## src/rtl/audio_pkg.sv

```systemverilog
// Shared audio-path definitions: default I2S word/slot sizing, the receiver
// state encoding and the 48-bit sample width used by the audio FIFO and the
// wishbone regfile.
package audio_pkg;

  localparam int unsigned AUDIO_DATA_BITS = 24;
  localparam int unsigned AUDIO_SLOT_MAX  = 32;
  localparam int unsigned AUDIO_SAMPLE_W  = 2 * AUDIO_DATA_BITS;

  typedef enum logic [1:0] {
    SYNC_WAIT = 2'd0,
    LEFT      = 2'd1,
    RIGHT     = 2'd2
  } rx_state_e;

endpackage

```

## src/rtl/i2s_rx_sync.sv

```systemverilog
// Brings the external I2S lines into the clk domain.
//   clk, rst                         : system clock, async active-high reset
//   i2s_sclk, i2s_lrclk, i2s_sdata   : raw external I2S lines
//   sclk_rise                        : one-cycle strobe on synchronised sclk 0->1
//   lrclk_s, sdata_s                 : synchronised word select / data
// lrclk and sdata pass through the same two-flop depth as sclk, so the values
// seen alongside sclk_rise are the ones present at the external rising edge.
module i2s_rx_sync (
  input  logic clk,
  input  logic rst,
  input  logic i2s_sclk,
  input  logic i2s_lrclk,
  input  logic i2s_sdata,
  output logic sclk_rise,
  output logic lrclk_s,
  output logic sdata_s
);

  logic [1:0] sclk_ff;
  logic [1:0] lrclk_ff;
  logic [1:0] sdata_ff;
  logic       sclk_d;

  always_ff @(posedge clk or posedge rst) begin
    if (rst) begin
      sclk_ff  <= '0;
      lrclk_ff <= '0;
      sdata_ff <= '0;
      sclk_d   <= 1'b0;
    end else begin
      sclk_ff  <= {sclk_ff[0], i2s_sclk};
      lrclk_ff <= {lrclk_ff[0], i2s_lrclk};
      sdata_ff <= {sdata_ff[0], i2s_sdata};
      sclk_d   <= sclk_ff[1];
    end
  end

  assign sclk_rise = sclk_ff[1] & ~sclk_d;
  assign lrclk_s   = lrclk_ff[1];
  assign sdata_s   = sdata_ff[1];

endmodule

```

## src/rtl/i2s_slave_rx.sv

```systemverilog
// I2S slave receiver: deserialises a stereo I2S stream into {left, right}
// samples delivered over a valid/ready handshake.
//   clk, rst        : system clock, async active-high reset
//   enable          : low = idle, partial frame flushed, sample_valid cleared
//   clear_status    : pulse, clears overrun / frame_err (a coincident set wins)
//   i2s_sclk/lrclk/sdata : external I2S lines (asynchronous to clk)
//   sample_data     : {left, right}, each channel MSB-aligned, zero padded
//   sample_valid    : sample_data holds an unconsumed frame
//   sample_ready    : consumer accepts when valid && ready
//   locked          : aligned to frame boundaries and capturing
//   overrun         : sticky, a completed frame was dropped
//   frame_err       : sticky, a slot exceeded SLOT_MAX bits
module i2s_slave_rx
  import audio_pkg::*;
#(
  parameter int unsigned DATA_BITS = AUDIO_DATA_BITS,
  parameter int unsigned SLOT_MAX  = AUDIO_SLOT_MAX
) (
  input  logic                   clk,
  input  logic                   rst,
  input  logic                   enable,
  input  logic                   clear_status,
  input  logic                   i2s_sclk,
  input  logic                   i2s_lrclk,
  input  logic                   i2s_sdata,
  output logic [2*DATA_BITS-1:0] sample_data,
  output logic                   sample_valid,
  input  logic                   sample_ready,
  output logic                   locked,
  output logic                   overrun,
  output logic                   frame_err
);

  localparam int unsigned          CNT_W    = $clog2(SLOT_MAX + 2);
  localparam logic [CNT_W-1:0]     CNT_SAT  = CNT_W'(SLOT_MAX + 1);
  localparam logic [CNT_W-1:0]     CNT_LAST = CNT_W'(SLOT_MAX);
  localparam logic [DATA_BITS-1:0] MSB_BIT  = {1'b1, {(DATA_BITS-1){1'b0}}};

  logic sclk_rise;
  logic lrclk_s;
  logic sdata_s;

  i2s_rx_sync u_sync (
    .clk       (clk),
    .rst       (rst),
    .i2s_sclk  (i2s_sclk),
    .i2s_lrclk (i2s_lrclk),
    .i2s_sdata (i2s_sdata),
    .sclk_rise (sclk_rise),
    .lrclk_s   (lrclk_s),
    .sdata_s   (sdata_s)
  );

  // lrclk sampled at the previous two sclk edges. With the I2S one-bit delay
  // the bit arriving now is tagged lr_d1 and the previous bit was tagged lr_d2.
  logic lr_d1;
  logic lr_d2;

  logic [DATA_BITS-1:0] shreg;
  logic [DATA_BITS-1:0] bit_mask;
  logic [DATA_BITS-1:0] left_q;
  logic [CNT_W-1:0]     bit_cnt;

  rx_state_e state_q;
  rx_state_e state_d;

  logic boundary;
  logic left_start;
  logic left_load;
  logic frame_done;
  logic err_evt;

  assign boundary   = (lr_d1 != lr_d2);
  assign left_start = boundary & lr_d2 & ~lr_d1;
  assign locked     = (state_q != SYNC_WAIT);

  // Tag history runs regardless of enable so a re-enable can align on the
  // very next left-word start.
  always_ff @(posedge clk or posedge rst) begin
    if (rst) begin
      lr_d1 <= 1'b0;
      lr_d2 <= 1'b0;
    end else if (sclk_rise) begin
      lr_d1 <= lrclk_s;
      lr_d2 <= lr_d1;
    end
  end

  // Bits are written straight into their MSB-aligned slot via a walking mask;
  // once the mask empties, surplus bits are ignored, and short words keep
  // their zero LSBs.
  always_ff @(posedge clk or posedge rst) begin
    if (rst) begin
      shreg    <= '0;
      bit_mask <= '0;
      bit_cnt  <= '0;
    end else if (!enable) begin
      shreg    <= '0;
      bit_mask <= '0;
      bit_cnt  <= '0;
    end else if (sclk_rise) begin
      if (boundary) begin
        shreg    <= sdata_s ? MSB_BIT : '0;
        bit_mask <= MSB_BIT >> 1;
        bit_cnt  <= CNT_W'(1);
      end else begin
        shreg    <= shreg | (bit_mask & {DATA_BITS{sdata_s}});
        bit_mask <= bit_mask >> 1;
        if (bit_cnt != CNT_SAT) begin
          bit_cnt <= bit_cnt + 1'b1;
        end
      end
    end
  end

  always_ff @(posedge clk or posedge rst) begin
    if (rst) begin
      state_q <= SYNC_WAIT;
    end else begin
      state_q <= state_d;
    end
  end

  always_comb begin
    state_d    = state_q;
    left_load  = 1'b0;
    frame_done = 1'b0;
    err_evt    = 1'b0;
    if (!enable) begin
      state_d = SYNC_WAIT;
    end else if (sclk_rise) begin
      unique case (state_q)
        SYNC_WAIT: begin
          if (left_start) begin
            state_d = LEFT;
          end
        end
        LEFT: begin
          if (boundary) begin
            left_load = 1'b1;
            state_d   = RIGHT;
          end else if (bit_cnt == CNT_LAST) begin
            err_evt = 1'b1;
            state_d = SYNC_WAIT;
          end
        end
        RIGHT: begin
          if (boundary) begin
            frame_done = 1'b1;
            state_d    = LEFT;
          end else if (bit_cnt == CNT_LAST) begin
            err_evt = 1'b1;
            state_d = SYNC_WAIT;
          end
        end
        default: state_d = SYNC_WAIT;
      endcase
    end
  end

  always_ff @(posedge clk or posedge rst) begin
    if (rst) begin
      left_q <= '0;
    end else if (left_load) begin
      left_q <= shreg;
    end
  end

  always_ff @(posedge clk or posedge rst) begin
    if (rst) begin
      sample_data  <= '0;
      sample_valid <= 1'b0;
      overrun      <= 1'b0;
      frame_err    <= 1'b0;
    end else begin
      if (!enable) begin
        sample_valid <= 1'b0;
      end else if (frame_done) begin
        // A same-cycle accept frees the holding register for the new frame.
        if (!sample_valid || sample_ready) begin
          sample_data  <= {left_q, shreg};
          sample_valid <= 1'b1;
        end
      end else if (sample_valid && sample_ready) begin
        sample_valid <= 1'b0;
      end

      if (frame_done && sample_valid && !sample_ready) begin
        overrun <= 1'b1;
      end else if (clear_status) begin
        overrun <= 1'b0;
      end

      if (err_evt) begin
        frame_err <= 1'b1;
      end else if (clear_status) begin
        frame_err <= 1'b0;
      end
    end
  end

endmodule

```

## config.mk

```make
export PLATFORM = sky130hd
export DESIGN_NAME = i2s_slave_rx
export DESIGN_NICKNAME = d
export VERILOG_FILES = /design/src/rtl/audio_pkg.sv /design/src/rtl/i2s_rx_sync.sv /design/src/rtl/i2s_slave_rx.sv
export SDC_FILE = /design/constraint.sdc
export NUM_CORES = 1
export LEC_CHECK = 0
export CAP_MARGIN = 20
export CELL_PAD_IN_SITES_DETAIL_PLACEMENT = 2
export CELL_PAD_IN_SITES_GLOBAL_PLACEMENT = 2
export CORE_ASPECT_RATIO = 0.8
export CORE_MARGIN = 2
export CORE_UTILIZATION = 39
export CTS_CLUSTER_DIAMETER = 100
export CTS_CLUSTER_SIZE = 20
export DETAILED_ROUTE_END_ITERATION = 10
export PLACE_DENSITY_LB_ADDON = 0.1
export REMOVE_ABC_BUFFERS = 1
export SETUP_SLACK_MARGIN = 0.05
export SLEW_MARGIN = 25
export SYNTH_ARGS = -nofsm -noshare
export SYNTH_HDL_FRONTEND = slang
export SYNTH_SLANG_ARGS = --single-unit
```

## constraint.sdc

```tcl
create_clock -name clk -period 5.8 [get_ports clk]
set_clock_uncertainty 0.15 [all_clocks]
set_input_delay 0.58 -clock clk [delete_from_list [all_inputs] [get_ports clk]]
set_output_delay 0.58 -clock clk [all_outputs]
set_load 0.03 [all_outputs]
```

==> run summary <==
Most frequent cells in the layout -> 139 x dfrtp_1, 59 x clkdlybuf4s50_1, 52 x mux2_2
Mapped Area -> 5420 um^2
Fin crit period -> 2.855 ns
Largest net degree at the start of global routing -> 108
N_diodes -> 0
Post-Syn Instances -> 382
Wirelength, routed -> 12,340 um
Die Height -> 109.4 um
Crit-path cells -> inv_1, ha_1, inv_1, nor3_4, nand3_1, o21ai_0
Hold Path Origin -> u_sync.sclk_ff[0]
Top post-synthesis cells by area -> dfrtp_1 64%, mux2_2 11%, mux2_4 5.5%
Leading cell type in the layout, fill and taps excluded -> dfrtp_1
Worst path required time -> 5.99 ns
Slowest CP cell -> nor3_4
Vias in the first global route -> 3,753
Peak supply drop -> 0.0002446 V
Congestion Overflow GR -> 0
First-pass GRT wire length -> 20,760 um
Crit path largest cell delay -> 0.88 ns
Area growth, synth to finish -> 25.90%
Hold Worst Slack -> 0.2005 ns
H-tree depth -> 4
Drt drc -> 0
Width of the die -> 135.8 um
CTS Sinks -> 139
Row Count -> 38
CTS Root Cell -> clkbuf_16
Antenna violations before repair -> 0
CTS buffer count -> 17
Fmax -> 350.2 MHz
Post-CTS Setup Bufs -> 0
RSZ-0062 raised after global routing -> false
Final setup viols -> 0
Ports -> 60
Post-CTS Hold Fix Bufs -> 0
Worst skew pair latency -> 0.42 ns
Leak -> 3.286 nW
Share of the synthesized area in the top cell type -> 0.6417
Worst Setup End Kind -> flip-flop
Max-cap violations -> 0
Clock Tree Buf Depth -> 2
Layout cells sized above 1 -> 0.2527
Crit-path most repeated cell -> inv_1
TritonCTS clock tree -> yes
Sequential fraction of the synthesis area -> 0.6417
DRT Pass-1 Iters -> 4
GRT Overall Usage -> 0.1870
Clock transition at path regs -> 0.06 ns
Initial Utilization -> 0.4000
CP Data Arrival Time -> 3.04 ns
Post-detail-place hpwl -> 7142 um
Vias per cell -> 5.120
Worst slew pin tran -> 1.008 ns
Setup TNS Final -> 0 ns
Wire per inst -> 19.43 um
PwrDens -> 332.0 nW/um^2
Outcome -> completed
Worst R2R Start -> lr_d1
Syn_area_per_cell -> 14.19 um^2
Fin crit share -> 0.4923
Critical path peak fanout -> 23
Routed Antenna Nets -> 0
Via count -> 3,251
CP Launch Point -> lr_d1
Post-cts resize count -> 0
HP Class -> reg2reg
Slew Limit Headroom -> 0.3258
Largest area contributor in the synthesized netlist -> dfrtp_1
Setup CP Type -> reg2reg
Yosys reg bits -> 139
Core area -> 13,550 um^2
Slew Limit Fails -> 0
1st-iter DRT viols -> 153
YS warnings -> 0
Setup crit start kind -> flip-flop
Port bufs -> 59
Die area -> 14,860 um^2
Nets -> 458
RD Place Congestion -> 0.7452
Yosys cell types -> 38
Final hold vios -> 0
final timing paths:
check / endpoint / slack [ns] / cells past startpoint
max in group asynchronous: left_q[0] / 3.99 / 3
setup / recovery: frame_err / 2.94 / 6
min in group asynchronous: frame_err / 0.55 / 2
hold reg to reg: u_sync.sclk_ff[1] / 0.20 / 0
setup reg to reg: frame_err / 2.94 / 6
hold / removal: u_sync.sclk_ff[1] / 0.20 / 0
metrics by stage:
stage / cell area, um^2 / cells / utilization / setup WS (ns) / power (mW)
finish: 6824 / 635 / 0.5036 / 2.945 / 2.266
global route: 6824 / 635 / 0.5036 / 2.702 / 2.344
CTS: 6817 / 635 / 0.5030 / 2.876 / 2.293
detailed placement: 6188 / 603 / 0.4567 / 2.695 / 1.130
global placement: 6153 / 602 / 0.4541 / 2.512 / 1.123
floorplan: 5300 / 362 / - / 1.345 / 1.081
synth_stat cells:
library cell,number
nor2b_1,1
a211o_1,2
xnor2_1,2
a21oi_1,31
ha_1,8
nor4b_1,1
nand2b_1,2
nand4_2,1
nand2_1,7
nor2_8,1
buf_2,15
a21o_1,1
o21ai_1,1
inv_4,1
inv_1,11
nand3_1,5
a21boi_1,1
buf_6,3
o41ai_1,1
clkbuf_1,1
a22o_1,23
dfrtp_1,139
mux2_4,20
o22ai_1,1
and2b_2,1
mux2_2,52
nand3_2,1
o31a_1,1
a31oi_1,1
buf_4,1
and2_1,1
a211oi_1,1
nor2_1,31
nor3_2,1
nor4_1,2
a221oi_2,1
o21ai_0,8
o32ai_1,1
routing by layer:
metal	vias up	wire [um]	global-route usage
met2	58	5813	0.2958
met4	0	159	0.06473
li1	1463	-	-
met3	13	393	0.04657
met1	1717	5970	0.2538
met5	-	0	0
state kept, by name (all words and copies together), names as in the netlist:
name / count
overrun: 1
lr_d1: 1
u_sync.sclk_ff: 2
shreg: 24
bit_mask: 23
sample_data: 48
state_q: 2
lr_d2: 1
bit_cnt: 6
u_sync.sclk_d: 1
u_sync.sdata_ff: 2
sample_valid: 1
frame_err: 1
u_sync.lrclk_ff: 2
left_q: 24
report_power, final:
part | internal (mW) | switching, mW | total [mW]
combinational | 0.0348 | 0.0917 | 0.126
clock | 0.741 | 0.411 | 1.15
sequential | 0.980 | 0.00721 | 0.987
critical path: cells and delay by family, from the launching register on:
family	cells	cell delay, ns
flip-flops	1	0.32
AND/OR/NAND/NOR	2	1.12
adder cells (fa/ha/maj)	1	0.72
AO/OA/AOI/OAI	1	0.13
buffers and inverters	2	0.33
cell type report:
| class | instances | area (um^2) |
|---|---|---|
| Clock buffer | 21 | 460.4 |
| Clock inverter | 11 | 167.7 |
| Fill cell | 1253 | 6726 |
| Inverter | 12 | 55.05 |
| Multi-Input combinational cell | 211 | 1819 |
| Sequential cell | 139 | 3478 |
| Tap cell | 180 | 225.2 |
| Timing Repair Buffer | 61 | 618.1 |
logic make-up (layout without fill, tap and decap cells):
family                   Yosys count  in the layout  synth area share
buffers and inverters             32            105           0.03093
adder cells (fa/ha/maj)            8              8           0.01847
flip-flops                       139            139            0.6417
AND/OR/NAND/NOR                   55             55           0.05079
AO/OA/AOI/OAI                     74             74           0.09142
multiplexers                      72             72            0.1634
XOR/XNOR                           2              2          0.003232
Note: power is estimated with default switching activity, not from simulation.
